### config.mk
export PLATFORM = sky130hd
export DESIGN_NAME = fxmul_arbiter
export DESIGN_NICKNAME = d
export VERILOG_FILES = /design/src/rtl/fxmul_pkg.sv /design/src/rtl/fxmul_core.sv /design/src/rtl/fxmul_arbiter.sv
export SDC_FILE = /design/constraint.sdc
export NUM_CORES = 2
export LEC_CHECK = 0
export BUFFER_PORTS_ARGS = -buffer_cell sky130_fd_sc_hd__buf_2
export CAP_MARGIN = 25
export CORE_MARGIN = 2
export CORE_UTILIZATION = 50
export CTS_BUF_LIST = sky130_fd_sc_hd__clkbuf_4 sky130_fd_sc_hd__clkbuf_8
export DETAILED_ROUTE_END_ITERATION = 12
export GPL_TIMING_DRIVEN = 0
export PLACE_DENSITY = 0.68
export SLEW_MARGIN = 25
export SYNTH_ARGS = -nofsm -noshare
export SYNTH_HDL_FRONTEND = slang
export SYNTH_SLANG_ARGS = --single-unit
### constraint.sdc
create_clock -name clock -period 22.4 [get_ports clock]
set_clock_uncertainty 0.1 [all_clocks]
set_input_delay 0 -clock clock [delete_from_list [all_inputs] [get_ports clock]]
set_output_delay 0 -clock clock [all_outputs]
set_load 0.01 [all_outputs]
### src/rtl/fxmul_pkg.sv
`default_nettype none
// ============================================================================
//  Module      : fxmul_pkg
//  Description : Shared definitions for the fxmul_arbiter block: controller
//                state encoding, default datapath constants and the width of
//                the completed-operation counter.
//  Ports       : (package, no ports)
//  Revision    : 1.0 - initial release
// ============================================================================
package fxmul_pkg;

  // Default configuration of the block.
  localparam int c_data_w_def    = 32;
  localparam int c_frac_bits_def = 12;
  localparam int c_mul_lat_def   = 2;

  // Width of the wrapping completed-response counter.
  localparam int c_ops_w = 16;

  // Multiply-phase down-counter width; holds MUL_LAT-1 for MUL_LAT up to 4.
  localparam int c_cnt_w = 3;

  // Controller states.
  typedef enum logic [1:0] {
    ST_IDLE = 2'd0,
    ST_MUL  = 2'd1,
    ST_RESP = 2'd2
  } state_e;

endpackage : fxmul_pkg
`default_nettype wire

### src/rtl/fxmul_core.sv
`default_nettype none
// ============================================================================
//  Module      : fxmul_core
//  Description : Pipelined signed fixed-point multiplier. The full-width
//                product of the operands is captured when load_i is high and
//                then travels through MUL_LAT register stages. The last stage
//                is arithmetically shifted right by FRAC_BITS (floor) and
//                reduced to DATA_W bits.
//                Optional feature macro: FXMUL_ARBITER_SAT_EN
//                  defined   -> out-of-range results clamp to the signed
//                               DATA_W maximum / minimum
//                  undefined -> low DATA_W bits are kept (wrap)
//  Ports       : clock   - rising-edge clock
//                reset   - synchronous, active-low
//                load_i  - capture a new product into the first stage
//                a_i/b_i - signed operands, DATA_W bits
//                res_o   - result of the operands loaded MUL_LAT cycles ago
//  Revision    : 1.0 - initial release
// ============================================================================
module fxmul_core
  import fxmul_pkg::*;
#(
  parameter int DATA_W    = c_data_w_def,
  parameter int FRAC_BITS = c_frac_bits_def,
  parameter int MUL_LAT   = c_mul_lat_def
) (
  input  logic              clock,
  input  logic              reset,
  input  logic              load_i,
  input  logic [DATA_W-1:0] a_i,
  input  logic [DATA_W-1:0] b_i,
  output logic [DATA_W-1:0] res_o
);

  localparam int c_pw = 2 * DATA_W;

  logic signed [c_pw-1:0] w_a_ext;
  logic signed [c_pw-1:0] w_b_ext;
  logic signed [c_pw-1:0] w_prod;
  logic signed [c_pw-1:0] w_shifted;
  logic signed [c_pw-1:0] pipe_q [MUL_LAT];

  // Sign-extend to the product width so the multiply is a true signed one.
  assign w_a_ext = {{DATA_W{a_i[DATA_W-1]}}, a_i};
  assign w_b_ext = {{DATA_W{b_i[DATA_W-1]}}, b_i};
  assign w_prod  = w_a_ext * w_b_ext;

  // Stage 0 only changes on a new operation; later stages simply follow, so
  // the last stage holds the loaded product exactly MUL_LAT cycles later.
  always_ff @(posedge clock) begin
    if (!reset) begin
      for (int i = 0; i < MUL_LAT; i++) begin
        pipe_q[i] <= '0;
      end
    end else begin
      if (load_i) begin
        pipe_q[0] <= w_prod;
      end
      for (int i = 1; i < MUL_LAT; i++) begin
        pipe_q[i] <= pipe_q[i-1];
      end
    end
  end

  // Arithmetic shift on a signed operand gives floor division by 2^FRAC_BITS.
  assign w_shifted = pipe_q[MUL_LAT-1] >>> FRAC_BITS;

`ifdef FXMUL_ARBITER_SAT_EN
  logic w_ovf;

  // The value fits in DATA_W signed bits only if every bit from DATA_W-1
  // upwards equals the sign bit.
  assign w_ovf = (w_shifted[c_pw-1:DATA_W-1] != {(DATA_W+1){w_shifted[c_pw-1]}});

  always_comb begin
    res_o = w_shifted[DATA_W-1:0];
    if (w_ovf) begin
      res_o = w_shifted[c_pw-1] ? {1'b1, {(DATA_W-1){1'b0}}}
                                : {1'b0, {(DATA_W-1){1'b1}}};
    end
  end
`else
  // Upper product bits are intentionally dropped by the wrap behaviour.
  logic w_unused_hi;

  assign res_o       = w_shifted[DATA_W-1:0];
  assign w_unused_hi = ^w_shifted[c_pw-1:DATA_W];
`endif

endmodule : fxmul_core
`default_nettype wire

### src/rtl/fxmul_arbiter.sv
`default_nettype none
// ============================================================================
//  Module      : fxmul_arbiter
//  Description : Two requesters share one pipelined signed fixed-point
//                multiplier. One operation is in flight at a time; requests
//                are granted round-robin in IDLE, the multiply runs for
//                MUL_LAT cycles, and the result is held on the granted
//                port's response channel until it is accepted.
//                Optional feature macro: FXMUL_ARBITER_SAT_EN (saturate
//                results instead of wrapping; see fxmul_core).
//  Ports       : clock                     - rising-edge clock
//                reset                     - synchronous, active-low
//                req{0,1}_valid/_ready     - request handshake
//                req{0,1}_a/_b             - signed operands
//                resp{0,1}_valid/_ready    - response handshake
//                resp{0,1}_data            - signed result
//                ops_done                  - wrapping count of responses
//  Parameters  : DATA_W (operand width), FRAC_BITS (fraction bits dropped),
//                MUL_LAT (multiplier stages, 1..4)
//  Revision    : 1.0 - initial release
// ============================================================================
module fxmul_arbiter
  import fxmul_pkg::*;
#(
  parameter int DATA_W    = c_data_w_def,
  parameter int FRAC_BITS = c_frac_bits_def,
  parameter int MUL_LAT   = c_mul_lat_def
) (
  input  logic               clock,
  input  logic               reset,
  input  logic               req0_valid,
  output logic               req0_ready,
  input  logic [DATA_W-1:0]  req0_a,
  input  logic [DATA_W-1:0]  req0_b,
  input  logic               req1_valid,
  output logic               req1_ready,
  input  logic [DATA_W-1:0]  req1_a,
  input  logic [DATA_W-1:0]  req1_b,
  output logic               resp0_valid,
  input  logic               resp0_ready,
  output logic [DATA_W-1:0]  resp0_data,
  output logic               resp1_valid,
  input  logic               resp1_ready,
  output logic [DATA_W-1:0]  resp1_data,
  output logic [c_ops_w-1:0] ops_done
);

  state_e               state_q, state_d;
  logic                 last_q, last_d;   // index of the port granted last
  logic                 gnt_q, gnt_d;     // port owning the in-flight operation
  logic [c_cnt_w-1:0]   cnt_q, cnt_d;
  logic [c_ops_w-1:0]   ops_q, ops_d;
  logic [DATA_W-1:0]    rdata0_q, rdata1_q;

  logic                 w_any;
  logic                 w_sel;
  logic                 w_load;
  logic                 w_dload;
  logic [DATA_W-1:0]    w_a;
  logic [DATA_W-1:0]    w_b;
  logic [DATA_W-1:0]    w_res;

  // Round-robin pick: on contention the port not granted last wins,
  // otherwise whichever port is asking.
  assign w_any = req0_valid | req1_valid;
  assign w_sel = (req0_valid && req1_valid) ? ~last_q : req1_valid;
  assign w_a   = w_sel ? req1_a : req0_a;
  assign w_b   = w_sel ? req1_b : req0_b;

  fxmul_core #(
    .DATA_W    (DATA_W),
    .FRAC_BITS (FRAC_BITS),
    .MUL_LAT   (MUL_LAT)
  ) u_core (
    .clock  (clock),
    .reset  (reset),
    .load_i (w_load),
    .a_i    (w_a),
    .b_i    (w_b),
    .res_o  (w_res)
  );

  always_comb begin
    state_d     = state_q;
    last_d      = last_q;
    gnt_d       = gnt_q;
    cnt_d       = cnt_q;
    ops_d       = ops_q;
    req0_ready  = 1'b0;
    req1_ready  = 1'b0;
    resp0_valid = 1'b0;
    resp1_valid = 1'b0;
    w_load      = 1'b0;
    w_dload     = 1'b0;

    case (state_q)
      ST_IDLE: begin
        if (w_any) begin
          req0_ready = ~w_sel;
          req1_ready = w_sel;
          w_load     = 1'b1;
          gnt_d      = w_sel;
          last_d     = w_sel;
          cnt_d      = c_cnt_w'(MUL_LAT - 1);
          state_d    = ST_MUL;
        end
      end

      ST_MUL: begin
        // On the final multiply cycle the core output already holds the
        // result, so it is captured into the response register here.
        if (cnt_q == '0) begin
          w_dload = 1'b1;
          state_d = ST_RESP;
        end else begin
          cnt_d = cnt_q - c_cnt_w'(1);
        end
      end

      ST_RESP: begin
        resp0_valid = ~gnt_q;
        resp1_valid = gnt_q;
        if (gnt_q ? resp1_ready : resp0_ready) begin
          ops_d   = ops_q + c_ops_w'(1);
          state_d = ST_IDLE;
        end
      end

      default: begin
        state_d = ST_IDLE;
      end
    endcase
  end

  always_ff @(posedge clock) begin
    if (!reset) begin
      state_q  <= ST_IDLE;
      last_q   <= 1'b1;     // port 0 wins the first contention
      gnt_q    <= 1'b0;
      cnt_q    <= '0;
      ops_q    <= '0;
      rdata0_q <= '0;
      rdata1_q <= '0;
    end else begin
      state_q <= state_d;
      last_q  <= last_d;
      gnt_q   <= gnt_d;
      cnt_q   <= cnt_d;
      ops_q   <= ops_d;
      if (w_dload) begin
        if (gnt_q) begin
          rdata1_q <= w_res;
        end else begin
          rdata0_q <= w_res;
        end
      end
    end
  end

  assign resp0_data = rdata0_q;
  assign resp1_data = rdata1_q;
  assign ops_done   = ops_q;

endmodule : fxmul_arbiter
`default_nettype wire

==> impl_metrics.json <==
{
  "wl_met3_mm": 11.63,
  "die_w_um": 258.7,
  "syn_area_per_cell_sq_um": 9.059,
  "initial_utilization": 0.5041,
  "synth_xor_area_frac": 0.02700,
  "nFillCells": 5947,
  "synthSimpleGateAreaFrac": 0.1485,
  "grt_first_pass_wirelength_mm": 164.2,
  "antenna_found_initial": 1,
  "yosysSeqAreaShare": 0.1129,
  "cts_buffer_depth": 2,
  "yosysMostFrequentCell": "inv_1",
  "vias_per_cell": 5.458,
  "num_rows": 93,
  "num_vias": 25750,
  "grt_overflow_total": 0,
  "h-tree-depth": 4,
  "critPathLaunch": "last_q",
  "rsz0062_at_grt": "false",
  "core_area_sq_um": 64350,
  "yosysWarnings": 0,
  "reg2reg_to": "u_core.pipe_q[0][43]",
  "antennaDiodeCount": 0,
  "holdWs_ps": 33.25,
  "crit_slowest_cell": "mux2i_1",
  "numCtsBuffers": 17,
  "r2r_slack_ps": 11000,
  "die_h_um": 258.7,
  "synthCells": 3581,
  "routed_wl_mm": 109.7,
  "netlist_top_cells_count": "758 x inv_1, 745 x fa_1, 585 x nand2_1, 442 x nor2_1, 162 x ha_1",
  "status": "finished, final reports clean",
  "synth_top_area_share": 0.4598,
  "synth_top_cell_by_area": "fa_1",
  "wl_met1_mm": 40.27,
  "clockRootBuffer": "clkbuf_8",
  "final_hold_viol_count": 0,
  "synth_compound_area_frac": 0.03953,
  "timing.final.ws_setup_ps": 11000,
  "maxCapViolCount": 0,
  "critPathLaunchType": "flip-flop",
  "dr.pass1.iters": 7,
  "tightest_slew_ps": 1066,
  "dpl_cell_area_sq_um": 34780,
  "worstHoldPathType": "in2reg",
  "clock-sinks": 151,
  "dpl_worst_slack_ps": 11160,
  "maxUsedRoutingLayer": "met5",
  "path_class": "reg2reg",
  "synth_top_family_by_area": "adder cells",
  "grt_usage": 0.3367,
  "postRouteAntennaNets": 0,
  "ys_ff_latch": 151,
  "hold_path_end": "gnt_q",
  "hpwl_mm": 94.12,
  "avgRoutedWirePerCell_um": 23.25,
  "synth-edff-count": 64,
  "cp_common_cell": "fa_1",
  "finalMaxSlewViolations": 0,
  "finalCritPeriodShare": 0.5090,
  "grt_max_degree": 34,
  "cp.required_ps": 22480,
  "fin_area_sq_um": 35240,
  "rr_worst_depth": 30,
  "async_flop_share": 0,
  "min_period_ps": 11400,
  "cts_setup_buffers": 0,
  "tns_ps": 0,
  "io_buffers": 216,
  "crit_fanout": 10,
  "wl_met2_mm": 48.64,
  "synth_fa_ha_area_frac": 0.5222,
  "dieArea_sq_um": 66930,
  "max_slew_margin": 0.2750,
  "drcViolationCount": 0,
  "path_clk_slew_ps": 90,
  "drive_above_1_share": 0.09472,
  "final_nets": 4892,
  "grt_pass1_vias": 26800,
  "ios": 218,
  "cp_data_arrival_time_ps": 11480,
  "clk_latency_ps": 430,
  "place_congestion": 1.061,
  "area_growth_syn_to_layout_pct": 8.636,
  "hp-start": "req0_valid",
  "syn_area_sq_um": 32440,
  "synth_cell_types": 56,
  "critPathCaptureType": "flip-flop",
  "synth_area_leaders": "fa_1 46%, inv_1 8.8%, nand2_1 6.8%",
  "hold_path_depth": 4,
  "synth_flop_cell": "dfxtp_1",
  "setup_violations": 0,
  "dr.first_iter.drc_count": 2365,
  "crit_path_max_incr_delay_ps": 850,
  "muxShareOfSynthArea": 0.04289,
  "cts_tree": "done",
  "worstReg2RegStart": "last_q",
  "max_freq_mhz": 87.71
}
[worst max-delay path, delay by kind of cell (launching register included)]
family,cells,cell delay (ps)
adder cells (fa/ha/maj),9,4410
buffers and inverters,9,2400
AO/OA/AOI/OAI,4,1660
AND/OR/NAND/NOR,6,1090
multiplexers,1,850
flip-flops,1,340
XOR/XNOR,1,270
[layout by cell type (no fill, tap or decap), drive strengths merged, types with 67 or more instances in the layout]
| cell type | instances |
|---|---|
| a21oi | 67 |
| and2 | 75 |
| buf | 244 |
| clkbuf | 148 |
| dfxtp | 87 |
| fa | 745 |
| ha | 162 |
| inv | 763 |
| mux2i | 70 |
| nand2 | 585 |
| nor2 | 442 |
| xnor2 | 76 |
[registers in the layout (all words and copies together) (netlist names)]
| name | cells |
|---|---|
| resp1_data | 32 |
| last_q | 1 |
| state_q | 2 |
| ops_done | 16 |
| resp0_data | 32 |
| cnt_q | 3 |
| gnt_q | 1 |
| u_core.pipe_q | 64 |
[how the worst max path moves through the flow]
stage	endpoint	slack, ps	cells after the start
global route	u_core.pipe_q[0][43]	10580	30
global placement	u_core.pipe_q[0][43]	10650	29
CTS	u_core.pipe_q[0][43]	11150	30
finish	u_core.pipe_q[0][43]	11000	30
floorplan	u_core.pipe_q[0][31]	13890	29
detailed placement	u_core.pipe_q[0][43]	11160	30
[timing repair]
action                     4_1_cts  5_1_grt
hold buffers                     3        0
gates resized for setup          0        0
hold endpoints to repair         2        0
setup endpoints to repair        0        0
[metrics by stage]
step,util,cells
after global placement,0.5394,4683
after CTS,0.5472,4718
after global routing,0.5477,4719
after floorplan,-,3612
after detailed placement,0.5405,4683
final,0.5477,4719
[routing by layer]
| metal | global-route usage | vias to the layer above |
|---|---|---|
| met1 | 0.4127 | 12740 |
| met2 | 0.5313 | 1539 |
| met5 | 0 | - |
| met4 | 0.2221 | 2 |
| met3 | 0.08324 | 413 |
| li1 | - | 11060 |
[area by class of cell]
| class | instances | area [sq um] | share of cell area |
|---|---|---|---|
| buffer | 157 | 620.6 | 0.01761 |
| clock buffer | 18 | 241.5 | 0.006852 |
| clock inverter | 14 | 165.2 | 0.004686 |
| inverter | 758 | 2845 | 0.08074 |
| multi-input combinational | 2546 | 25520 | 0.7241 |
| sequential | 151 | 3664 | 0.1040 |
| tap | 855 | 1070 | 0.03036 |
| timing repair buffer | 220 | 1119 | 0.03174 |
[kinds of logic (layout without fill, tap and decap cells)]
family          after synthesis  count (layout)
buf+inv                     915            1167
other cells                   1              32
mux                         131             131
fa+ha+maj                   907             907
compound gates              195             195
flops                       151             151
xor+xnor                    100             100
simple gates               1181            1181
Power is left out: the tool's default activity adds up to more than one toggle a clock period on the data nets, which glitch-free logic cannot reach.
